File: src/rtl/sys_ctrl_pkg.sv
// Shared definitions for the system-control command decoder: opcodes,
// reserved operand addresses and the parser state encoding.
package sys_ctrl_pkg;

    localparam logic [7:0] CMD_RF_WR   = 8'hAA;
    localparam logic [7:0] CMD_RF_RD   = 8'hBB;
    localparam logic [7:0] CMD_ALU_OP  = 8'hCC;
    localparam logic [7:0] CMD_ALU_NOP = 8'hDD;

    // ALU operands live in the register file at these two fixed slots.
    localparam int unsigned OPA_ADDR = 0;
    localparam int unsigned OPB_ADDR = 1;

    typedef enum logic [3:0] {
        S_IDLE,
        S_WR_ADDR,
        S_WR_DATA,
        S_RD_ADDR,
        S_RD_WAIT,
        S_OP_A,
        S_OP_B,
        S_ALU_FUN,
        S_ALU_WAIT,
        S_TX_RD,
        S_TX_LO,
        S_TX_HI
    } state_e;

    // First state of the frame started by an opcode byte; unknown bytes stay in IDLE.
    function automatic state_e decode_opcode(input logic [7:0] opcode);
        case (opcode)
            CMD_RF_WR:   return S_WR_ADDR;
            CMD_RF_RD:   return S_RD_ADDR;
            CMD_ALU_OP:  return S_OP_A;
            CMD_ALU_NOP: return S_ALU_FUN;
            default:     return S_IDLE;
        endcase
    endfunction

endpackage

File: src/rtl/sys_ctrl_cmd_if.sv
// Bus bundle between the command decoder and its RX / register-file / ALU / TX-FIFO neighbours.
interface sys_ctrl_cmd_if #(
    parameter int DATA_WIDTH    = 8,
    parameter int ADDR_WIDTH    = 4,
    parameter int ALU_OUT_WIDTH = 16
);
    logic [DATA_WIDTH-1:0]    RX_DATA;
    logic                     RX_VALID;

    logic                     RF_WrEn;
    logic                     RF_RdEn;
    logic [ADDR_WIDTH-1:0]    RF_Address;
    logic [DATA_WIDTH-1:0]    RF_WrData;
    logic [DATA_WIDTH-1:0]    RF_RdData;
    logic                     RF_RdData_Valid;

    logic                     ALU_EN;
    logic [3:0]               ALU_FUN;
    logic                     CLK_GATE_EN;
    logic [ALU_OUT_WIDTH-1:0] ALU_OUT;
    logic                     ALU_OUT_VALID;

    logic [DATA_WIDTH-1:0]    TX_DATA;
    logic                     TX_VALID;
    logic                     TX_FULL;

    // Decoder side.
    modport slave (
        input  RX_DATA, RX_VALID,
        input  RF_RdData, RF_RdData_Valid,
        input  ALU_OUT, ALU_OUT_VALID,
        input  TX_FULL,
        output RF_WrEn, RF_RdEn, RF_Address, RF_WrData,
        output ALU_EN, ALU_FUN, CLK_GATE_EN,
        output TX_DATA, TX_VALID
    );

    // Surrounding system side.
    modport master (
        output RX_DATA, RX_VALID,
        output RF_RdData, RF_RdData_Valid,
        output ALU_OUT, ALU_OUT_VALID,
        output TX_FULL,
        input  RF_WrEn, RF_RdEn, RF_Address, RF_WrData,
        input  ALU_EN, ALU_FUN, CLK_GATE_EN,
        input  TX_DATA, TX_VALID
    );

endinterface

File: src/rtl/sys_ctrl_cmd.sv
// Framed command decoder: parses RX bytes into register-file and ALU operations
// and pushes read data / ALU results into the TX FIFO. All outputs are registered.
module sys_ctrl_cmd
    import sys_ctrl_pkg::*;
#(
    parameter int DATA_WIDTH    = 8,
    parameter int ADDR_WIDTH    = 4,
    parameter int ALU_OUT_WIDTH = 16
) (
    input  logic          CLK,
    input  logic          RST,
    sys_ctrl_cmd_if.slave bus
);

    state_e                   state_q;
    logic [ADDR_WIDTH-1:0]    addr_q;
    logic [DATA_WIDTH-1:0]    rd_data_q;
    logic [ALU_OUT_WIDTH-1:0] alu_res_q;

    logic                     rf_wren_q;
    logic                     rf_rden_q;
    logic [ADDR_WIDTH-1:0]    rf_addr_q;
    logic [DATA_WIDTH-1:0]    rf_wrdata_q;
    logic                     alu_en_q;
    logic [3:0]               alu_fun_q;
    logic                     clk_gate_q;
    logic [DATA_WIDTH-1:0]    tx_data_q;
    logic                     tx_valid_q;

    state_e                   op_state;
    logic [DATA_WIDTH-1:0]    res_lo;
    logic [DATA_WIDTH-1:0]    res_hi;

    assign op_state = decode_opcode(bus.RX_DATA);
    assign res_lo   = alu_res_q[DATA_WIDTH-1:0];
    assign res_hi   = DATA_WIDTH'(alu_res_q >> DATA_WIDTH);

    // NOTE: every register here is written with <= so all state updates see the
    // pre-edge values; mixing in = would make the result depend on statement order.
    always_ff @(posedge CLK or negedge RST) begin
        if (!RST) begin
            state_q     <= S_IDLE;
            addr_q      <= '0;
            rd_data_q   <= '0;
            alu_res_q   <= '0;
            rf_wren_q   <= 1'b0;
            rf_rden_q   <= 1'b0;
            rf_addr_q   <= '0;
            rf_wrdata_q <= '0;
            alu_en_q    <= 1'b0;
            alu_fun_q   <= '0;
            clk_gate_q  <= 1'b0;
            tx_data_q   <= '0;
            tx_valid_q  <= 1'b0;
        end else begin
            // NOTE: strobes default low each cycle so a single assignment below
            // yields exactly one high cycle without any explicit clearing state.
            rf_wren_q  <= 1'b0;
            rf_rden_q  <= 1'b0;
            alu_en_q   <= 1'b0;
            tx_valid_q <= 1'b0;

            case (state_q)
                S_IDLE: begin
                    if (bus.RX_VALID) begin
                        state_q <= op_state;
                        if (op_state == S_ALU_FUN) begin
                            clk_gate_q <= 1'b1;
                        end
                    end
                end

                S_WR_ADDR: begin
                    if (bus.RX_VALID) begin
                        addr_q  <= bus.RX_DATA[ADDR_WIDTH-1:0];
                        state_q <= S_WR_DATA;
                    end
                end

                S_WR_DATA: begin
                    if (bus.RX_VALID) begin
                        rf_wren_q   <= 1'b1;
                        rf_addr_q   <= addr_q;
                        rf_wrdata_q <= bus.RX_DATA;
                        state_q     <= S_IDLE;
                    end
                end

                S_RD_ADDR: begin
                    if (bus.RX_VALID) begin
                        rf_rden_q <= 1'b1;
                        rf_addr_q <= bus.RX_DATA[ADDR_WIDTH-1:0];
                        state_q   <= S_RD_WAIT;
                    end
                end

                S_RD_WAIT: begin
                    if (bus.RF_RdData_Valid) begin
                        rd_data_q <= bus.RF_RdData;
                        state_q   <= S_TX_RD;
                    end
                end

                S_TX_RD: begin
                    if (!bus.TX_FULL) begin
                        tx_valid_q <= 1'b1;
                        tx_data_q  <= rd_data_q;
                        state_q    <= S_IDLE;
                    end
                end

                S_OP_A: begin
                    if (bus.RX_VALID) begin
                        rf_wren_q   <= 1'b1;
                        rf_addr_q   <= ADDR_WIDTH'(OPA_ADDR);
                        rf_wrdata_q <= bus.RX_DATA;
                        state_q     <= S_OP_B;
                    end
                end

                S_OP_B: begin
                    if (bus.RX_VALID) begin
                        rf_wren_q   <= 1'b1;
                        rf_addr_q   <= ADDR_WIDTH'(OPB_ADDR);
                        rf_wrdata_q <= bus.RX_DATA;
                        clk_gate_q  <= 1'b1;
                        state_q     <= S_ALU_FUN;
                    end
                end

                S_ALU_FUN: begin
                    if (bus.RX_VALID) begin
                        alu_fun_q <= bus.RX_DATA[3:0];
                        alu_en_q  <= 1'b1;
                        state_q   <= S_ALU_WAIT;
                    end
                end

                // The ALU clock stays enabled until its result has been captured.
                S_ALU_WAIT: begin
                    if (bus.ALU_OUT_VALID) begin
                        alu_res_q  <= bus.ALU_OUT;
                        clk_gate_q <= 1'b0;
                        state_q    <= S_TX_LO;
                    end
                end

                S_TX_LO: begin
                    if (!bus.TX_FULL) begin
                        tx_valid_q <= 1'b1;
                        tx_data_q  <= res_lo;
                        state_q    <= S_TX_HI;
                    end
                end

                S_TX_HI: begin
                    if (!bus.TX_FULL) begin
                        tx_valid_q <= 1'b1;
                        tx_data_q  <= res_hi;
                        state_q    <= S_IDLE;
                    end
                end

                default: begin
                    state_q <= S_IDLE;
                end
            endcase
        end
    end

    assign bus.RF_WrEn     = rf_wren_q;
    assign bus.RF_RdEn     = rf_rden_q;
    assign bus.RF_Address  = rf_addr_q;
    assign bus.RF_WrData   = rf_wrdata_q;
    assign bus.ALU_EN      = alu_en_q;
    assign bus.ALU_FUN     = alu_fun_q;
    assign bus.CLK_GATE_EN = clk_gate_q;
    assign bus.TX_DATA     = tx_data_q;
    assign bus.TX_VALID    = tx_valid_q;

endmodule

File: src/flat_wrapper.sv
// flat-port wrapper written by rule: the top's interface ports become plain ports
module sys_ctrl_cmd_flat import sys_ctrl_pkg::*;
#(
    parameter int DATA_WIDTH    = 8,
    parameter int ADDR_WIDTH    = 4,
    parameter int ALU_OUT_WIDTH = 16
)
  (CLK, RST, bus_RX_DATA, bus_RX_VALID, bus_RF_RdData, bus_RF_RdData_Valid, bus_ALU_OUT, bus_ALU_OUT_VALID, bus_TX_FULL, bus_RF_WrEn, bus_RF_RdEn, bus_RF_Address, bus_RF_WrData, bus_ALU_EN, bus_ALU_FUN, bus_CLK_GATE_EN, bus_TX_DATA, bus_TX_VALID);
  sys_ctrl_cmd_if #(.DATA_WIDTH(DATA_WIDTH), .ADDR_WIDTH(ADDR_WIDTH), .ALU_OUT_WIDTH(ALU_OUT_WIDTH)) bus_i ();
  input  logic CLK;
  input  logic RST;
  input wire logic [$bits(bus_i.RX_DATA)-1:0] bus_RX_DATA;
  input wire logic [$bits(bus_i.RX_VALID)-1:0] bus_RX_VALID;
  input wire logic [$bits(bus_i.RF_RdData)-1:0] bus_RF_RdData;
  input wire logic [$bits(bus_i.RF_RdData_Valid)-1:0] bus_RF_RdData_Valid;
  input wire logic [$bits(bus_i.ALU_OUT)-1:0] bus_ALU_OUT;
  input wire logic [$bits(bus_i.ALU_OUT_VALID)-1:0] bus_ALU_OUT_VALID;
  input wire logic [$bits(bus_i.TX_FULL)-1:0] bus_TX_FULL;
  output wire logic [$bits(bus_i.RF_WrEn)-1:0] bus_RF_WrEn;
  output wire logic [$bits(bus_i.RF_RdEn)-1:0] bus_RF_RdEn;
  output wire logic [$bits(bus_i.RF_Address)-1:0] bus_RF_Address;
  output wire logic [$bits(bus_i.RF_WrData)-1:0] bus_RF_WrData;
  output wire logic [$bits(bus_i.ALU_EN)-1:0] bus_ALU_EN;
  output wire logic [$bits(bus_i.ALU_FUN)-1:0] bus_ALU_FUN;
  output wire logic [$bits(bus_i.CLK_GATE_EN)-1:0] bus_CLK_GATE_EN;
  output wire logic [$bits(bus_i.TX_DATA)-1:0] bus_TX_DATA;
  output wire logic [$bits(bus_i.TX_VALID)-1:0] bus_TX_VALID;
  assign bus_i.RX_DATA = bus_RX_DATA;
  assign bus_i.RX_VALID = bus_RX_VALID;
  assign bus_i.RF_RdData = bus_RF_RdData;
  assign bus_i.RF_RdData_Valid = bus_RF_RdData_Valid;
  assign bus_i.ALU_OUT = bus_ALU_OUT;
  assign bus_i.ALU_OUT_VALID = bus_ALU_OUT_VALID;
  assign bus_i.TX_FULL = bus_TX_FULL;
  assign bus_RF_WrEn = bus_i.RF_WrEn;
  assign bus_RF_RdEn = bus_i.RF_RdEn;
  assign bus_RF_Address = bus_i.RF_Address;
  assign bus_RF_WrData = bus_i.RF_WrData;
  assign bus_ALU_EN = bus_i.ALU_EN;
  assign bus_ALU_FUN = bus_i.ALU_FUN;
  assign bus_CLK_GATE_EN = bus_i.CLK_GATE_EN;
  assign bus_TX_DATA = bus_i.TX_DATA;
  assign bus_TX_VALID = bus_i.TX_VALID;
  sys_ctrl_cmd #(.DATA_WIDTH(DATA_WIDTH), .ADDR_WIDTH(ADDR_WIDTH), .ALU_OUT_WIDTH(ALU_OUT_WIDTH)) u_core (.CLK(CLK), .RST(RST), .bus(bus_i));
endmodule
File: config.mk
export PLATFORM = sky130hd
export DESIGN_NAME = sys_ctrl_cmd_flat
export DESIGN_NICKNAME = d
export VERILOG_FILES = /design/src/rtl/sys_ctrl_pkg.sv /design/src/rtl/sys_ctrl_cmd_if.sv /design/src/rtl/sys_ctrl_cmd.sv /design/src/flat_wrapper.sv
export SDC_FILE = /design/constraint.sdc
export NUM_CORES = 1
export LEC_CHECK = 0
export BUFFER_PORTS_ARGS = -buffer_cell sky130_fd_sc_hd__buf_4
export CELL_PAD_IN_SITES_DETAIL_PLACEMENT = 1
export CELL_PAD_IN_SITES_GLOBAL_PLACEMENT = 1
export CORE_MARGIN = 10
export CORE_UTILIZATION = 40
export CTS_CLUSTER_DIAMETER = 60
export DETAILED_ROUTE_END_ITERATION = 6
export GPL_ROUTABILITY_DRIVEN = 0
export PLACE_DENSITY = 0.76
export SLEW_MARGIN = 20
export SYNTH_ARGS = -nofsm -noshare
export SYNTH_HDL_FRONTEND = slang
export SYNTH_SLANG_ARGS = --single-unit
File: constraint.sdc
create_clock -name CLK -period 3 [get_ports CLK]
set_clock_uncertainty 0.1 [all_clocks]
set_input_delay 0.45 -clock CLK [delete_from_list [all_inputs] [get_ports CLK]]
set_output_delay 0.45 -clock CLK [all_outputs]
set_load 0.02 [all_outputs]
==> PnR_summary.wiki <==
{| class="wikitable"
! Metric !! Value
|-
| Net total in the final layout || 338
|-
| DRT iter0 DRCs || 78
|-
| Chain of cells forming the critical path || buf_4 > nor2_4 > nor3b_1 > or3_4 > o221ai_2
|-
| Initial antenna violation count || 0
|-
| Starting Density || 40.6%
|-
| Largest net degree at the start of global routing || between 60 and 70
|-
| Final non-filler cell total || 402
|-
| Share of power burned in registers || around two fifths
|-
| YS warnings || 0
|-
| Time the worst path needs with I/O delays and setup || 2.09 ns
|-
| Buffering stage count on the worst path with inverters included || 1
|-
| Die W || 105 µm
|-
| CP Data Arrival Time || 2.18 ns
|-
| Area taken by multi-input logic gates || 1270 µm²
|-
| GR Util All Layers || 13.1%
|-
| First-pass iteration count of the detailed router || 4
|-
| Nature of the critical path endpoint || flop
|-
| Clock tree buffer depth || 2
|-
| Post-Synthesis Cells || 235
|-
| Worst-path clk slew || 0.07 ns
|-
| WS Path Type || flop to flop
|-
| Number of antenna-violating nets in the routed design || 0
|-
| Hold-fix buffers at CTS || 0
|-
| Sequential fraction of the synthesis area || 52.3%
|-
| Combinational group share of total power || 43.4%
|-
| Diodes inserted || 0
|-
| Remaining global-route overflow || 0
|-
| Worst max-slew margin expressed relative to the limit || 49.7%
|-
| Post-route clock period utilization || ~70%
|-
| CTS Buf Count || 9
|-
| IR drop worst, VDD || between 300 and 400 µV
|-
| Final total power || between 3 and 4 mW
|-
| Worst min-delay path class || input pin to asynchronous set/reset pin
|-
| Nets in the synthesized netlist || 273
|-
| Maximum achievable frequency || 0.479 GHz
|-
| Worst stage delay on the critical path || approximately 0.60 ns
|-
| Final Setup Violations || 0
|-
| Synthesized area || 2920 µm²
|-
| Vias per cell || 5.07
|-
| Setup bufs post-CTS || 0
|-
| Max Fanout on Critical Path || 13
|-
| Clock latency at the later pin of the worst-skew pair || 0.33 ns
|-
| Reported net switching power || 1.39 mW
|-
| Cell family with most CP delay || simple AND/OR/NAND/NOR gates
|-
| Startpoint type of the worst setup path || flop
|-
| Register bit count reported by yosys || 61
|-
| Sequential cell area || 1530 µm²
|-
| Via count of the first global-routing pass || 2187
|-
| Synthesis-to-layout area growth || 23.8%
|-
| Die Height || 105 µm
|-
| # DRC || 0
|-
| Sum of routed wire length over all layers || 7160 µm
|-
| Clock sink count || 61
|-
| Floorplan Core Area || just over 7000 µm²
|-
| Count of boundary I/O pins || 67
|-
| Post-placement worst setup slack || 0.918 ns
|-
| CTS-repair resized insts || 0
|-
| Required time of the critical path || 3.09 ns
|-
| Slowest library cell on the worst path || sky130_fd_sc_hd__dfrtp_1
|-
| FILL cells || 765
|-
| Number of maximum-capacitance violations || 0
|-
| Number of cells traversed by the worst register-to-register path || 5
|-
| H-tree level count || 3
|-
| Root buf cell || sky130_fd_sc_hd__clkbuf_8
|-
| Number of rows in the core area || 31
|-
| Outcome || finished, final reports clean
|-
| Measured slew at the worst slew-check pin || 0.755 ns
|-
| Async set or reset register ratio after synthesis || 100%
|-
| Ratio of total power to cell area || ~1000 nW/µm²
|-
| RSZ-0062 raised after global routing || no
|-
| Routed wire per std cell || 17.8 µm
|-
| Number of hold-slack violations in the final timing report || 0
|-
| Flip-flop cell with the highest count after synthesis || sky130_fd_sc_hd__dfrtp_1
|-
| Die area || 11100 µm²
|-
| Switching power share of the total || 38.1%
|-
| Post-placement cell count || 388
|-
| Count of flip-flops with a built-in enable after synthesis || 0
|-
| Number of cells on the critical path || 5
|-
| Internal power || 2.26 mW
|-
| Part of the total power dissipated in the clock network || 17.2%
|-
| Total count of max-transition violations in the final report || 0
|-
| Fraction of final layout cells sized beyond drive strength 1 || 42.6%
|-
| PortBufs || 66
|-
| Global-route wire length before repair || between 10000 and 15000 µm
|-
| Final worst-path setup slack || roughly 0.91 ns
|-
| Avg Cell Area, Syn || about 12 µm²
|-
| Routed vias || 2039
|-
| Clock tree from TritonCTS || built
|-
| Leak Pwr || 1.64 nW
|-
| Post-DP HPWL || 5420 µm
|-
| Cell variety after synth || 53
|-
| Aggregate negative setup slack || 0 ns
|}
## worst reg2reg max path: stages (launching register included)
cell                       delay [ns]
sky130_fd_sc_hd__dfrtp_1         0.60
sky130_fd_sc_hd__buf_4           0.27
sky130_fd_sc_hd__nor2_4          0.09
sky130_fd_sc_hd__nor3b_1         0.55
sky130_fd_sc_hd__or3_4           0.26
sky130_fd_sc_hd__o221ai_2        0.08
## cell families (layout without fill, tap and decap cells)
logic type | count (synthesis) | count (layout) | share of synthesized area (%)
flip-flops | 61 | 61 | 52.3
AND/OR/NAND/NOR | 58 | 58 | 13.5
multiplexers | 50 | 50 | 18.9
AO/OA/AOI/OAI | 47 | 47 | 10.6
buffers and inverters | 17 | 85 | 4.12
XOR/XNOR | 2 | 2 | 0.601
## cells in the final DEF (no fill, tap or decap), types with 4 or more instances in the layout
| cell type | Yosys | layout |
|---|---|---|
| sky130_fd_sc_hd__mux2_1 | 10 | 10 |
| sky130_fd_sc_hd__clkbuf_8 | 0 | 11 |
| sky130_fd_sc_hd__mux2i_1 | 9 | 9 |
| sky130_fd_sc_hd__o21ai_0 | 13 | 13 |
| sky130_fd_sc_hd__nor3_1 | 4 | 4 |
| sky130_fd_sc_hd__o21ai_1 | 11 | 11 |
| sky130_fd_sc_hd__nand2_1 | 21 | 21 |
| sky130_fd_sc_hd__buf_4 | 4 | 69 |
| sky130_fd_sc_hd__dfrtp_1 | 61 | 61 |
| sky130_fd_sc_hd__nand4_1 | 4 | 4 |
| sky130_fd_sc_hd__a31oi_1 | 5 | 5 |
| sky130_fd_sc_hd__mux2_2 | 31 | 31 |
## layer usage
layer / global-route usage [%] / routed length (µm) / up-vias
li1: - / - / 980
met2: 20.7 / 3500 / 34
met1: 16.4 / 3250 / 1018
met5: 0 / 0 / -
met3: 3.65 / 309 / 7
met4: 5.88 / 102 / 0
## registers in the layout, summed over array words and instances, names as in the netlist
| register | flops |
|---|---|
| u_core.bus.TX_VALID | 1 |
| u_core.bus.ALU_EN | 1 |
| u_core.bus.TX_DATA | 8 |
| u_core.bus.RF_WrEn | 1 |
| u_core.bus.ALU_FUN | 4 |
| u_core.addr_q | 4 |
| u_core.bus.RF_Address | 4 |
| u_core.bus.RF_RdEn | 1 |
| u_core.rd_data_q | 8 |
| u_core.state_q | 4 |
| u_core.alu_res_q | 16 |
| u_core.bus.RF_WrData | 8 |
| u_core.bus.CLK_GATE_EN | 1 |
## per-stage QoR
stage                     instance area, µm²  hold WS (ns)  util, %
final                                   3610        0.0739     50.3
after global routing                    3610         0.141     50.3
after CTS                               3610         0.118     50.3
after detailed placement                3450         0.376     48.0
after global placement                  3450         0.372     48.0
after floorplan                         2920        0.0544        -
## final timing paths
path	from	endpoint	slack, ns
min in group CLK	bus_ALU_OUT[4]	u_core.alu_res_q[4]	0.23
hold / removal	RST	u_core.rd_data_q[5]	0.07
setup / recovery	u_core.state_q[1]	u_core.state_q[2]	0.91
max in group asynchronous	RST	u_core.bus.RF_WrData[4]	2.22
hold reg to reg	u_core.bus.TX_DATA[6]	u_core.bus.TX_DATA[6]	0.38
setup reg to reg	u_core.state_q[1]	u_core.state_q[2]	0.91
## synth_stat cells, types with 2 or more instances
cell type	instances	area [µm²]
sky130_fd_sc_hd__a21boi_0	2	15.0
sky130_fd_sc_hd__a21oi_1	3	15.0
sky130_fd_sc_hd__a31oi_1	5	31.3
sky130_fd_sc_hd__buf_2	3	15.0
sky130_fd_sc_hd__buf_4	4	30.0
sky130_fd_sc_hd__buf_6	5	56.3
sky130_fd_sc_hd__clkbuf_1	3	11.3
sky130_fd_sc_hd__dfrtp_1	61	1530
sky130_fd_sc_hd__inv_1	2	7.51
sky130_fd_sc_hd__mux2_1	10	113
sky130_fd_sc_hd__mux2_2	31	349
sky130_fd_sc_hd__mux2i_1	9	90.1
sky130_fd_sc_hd__nand2_1	21	78.8
sky130_fd_sc_hd__nand2b_1	3	18.8
sky130_fd_sc_hd__nand4_1	4	25.0
sky130_fd_sc_hd__nand4bb_1	2	22.5
sky130_fd_sc_hd__nor2_1	3	11.3
sky130_fd_sc_hd__nor3_1	4	20.0
sky130_fd_sc_hd__o21ai_0	13	65.1
sky130_fd_sc_hd__o21ai_1	11	55.1
sky130_fd_sc_hd__o31ai_1	2	15.0
sky130_fd_sc_hd__or4_1	2	15.0
sky130_fd_sc_hd__xor2_1	2	17.5
## area by class of cell
class                           instances  area share [%]
Tap cell                               99            3.43
Inverter                                2           0.208
Sequential cell                        61            42.3
Multi-Input combinational cell        157            35.2
Clock buffer                           12            4.30
Timing Repair Buffer                   69            14.3
Clock inverter                          2           0.277
## power by group through the flow
stage                     Clock (mW)  Sequential [mW]  Combinational [mW]
after floorplan                    0             1.54                1.01
after global placement             0             1.44                1.56
after detailed placement           0             1.46                1.61
after CTS                      0.646             1.44                1.62
after global routing           0.683             1.49                1.74
final                          0.629             1.44                1.59
(Power assumes the default switching activity.)
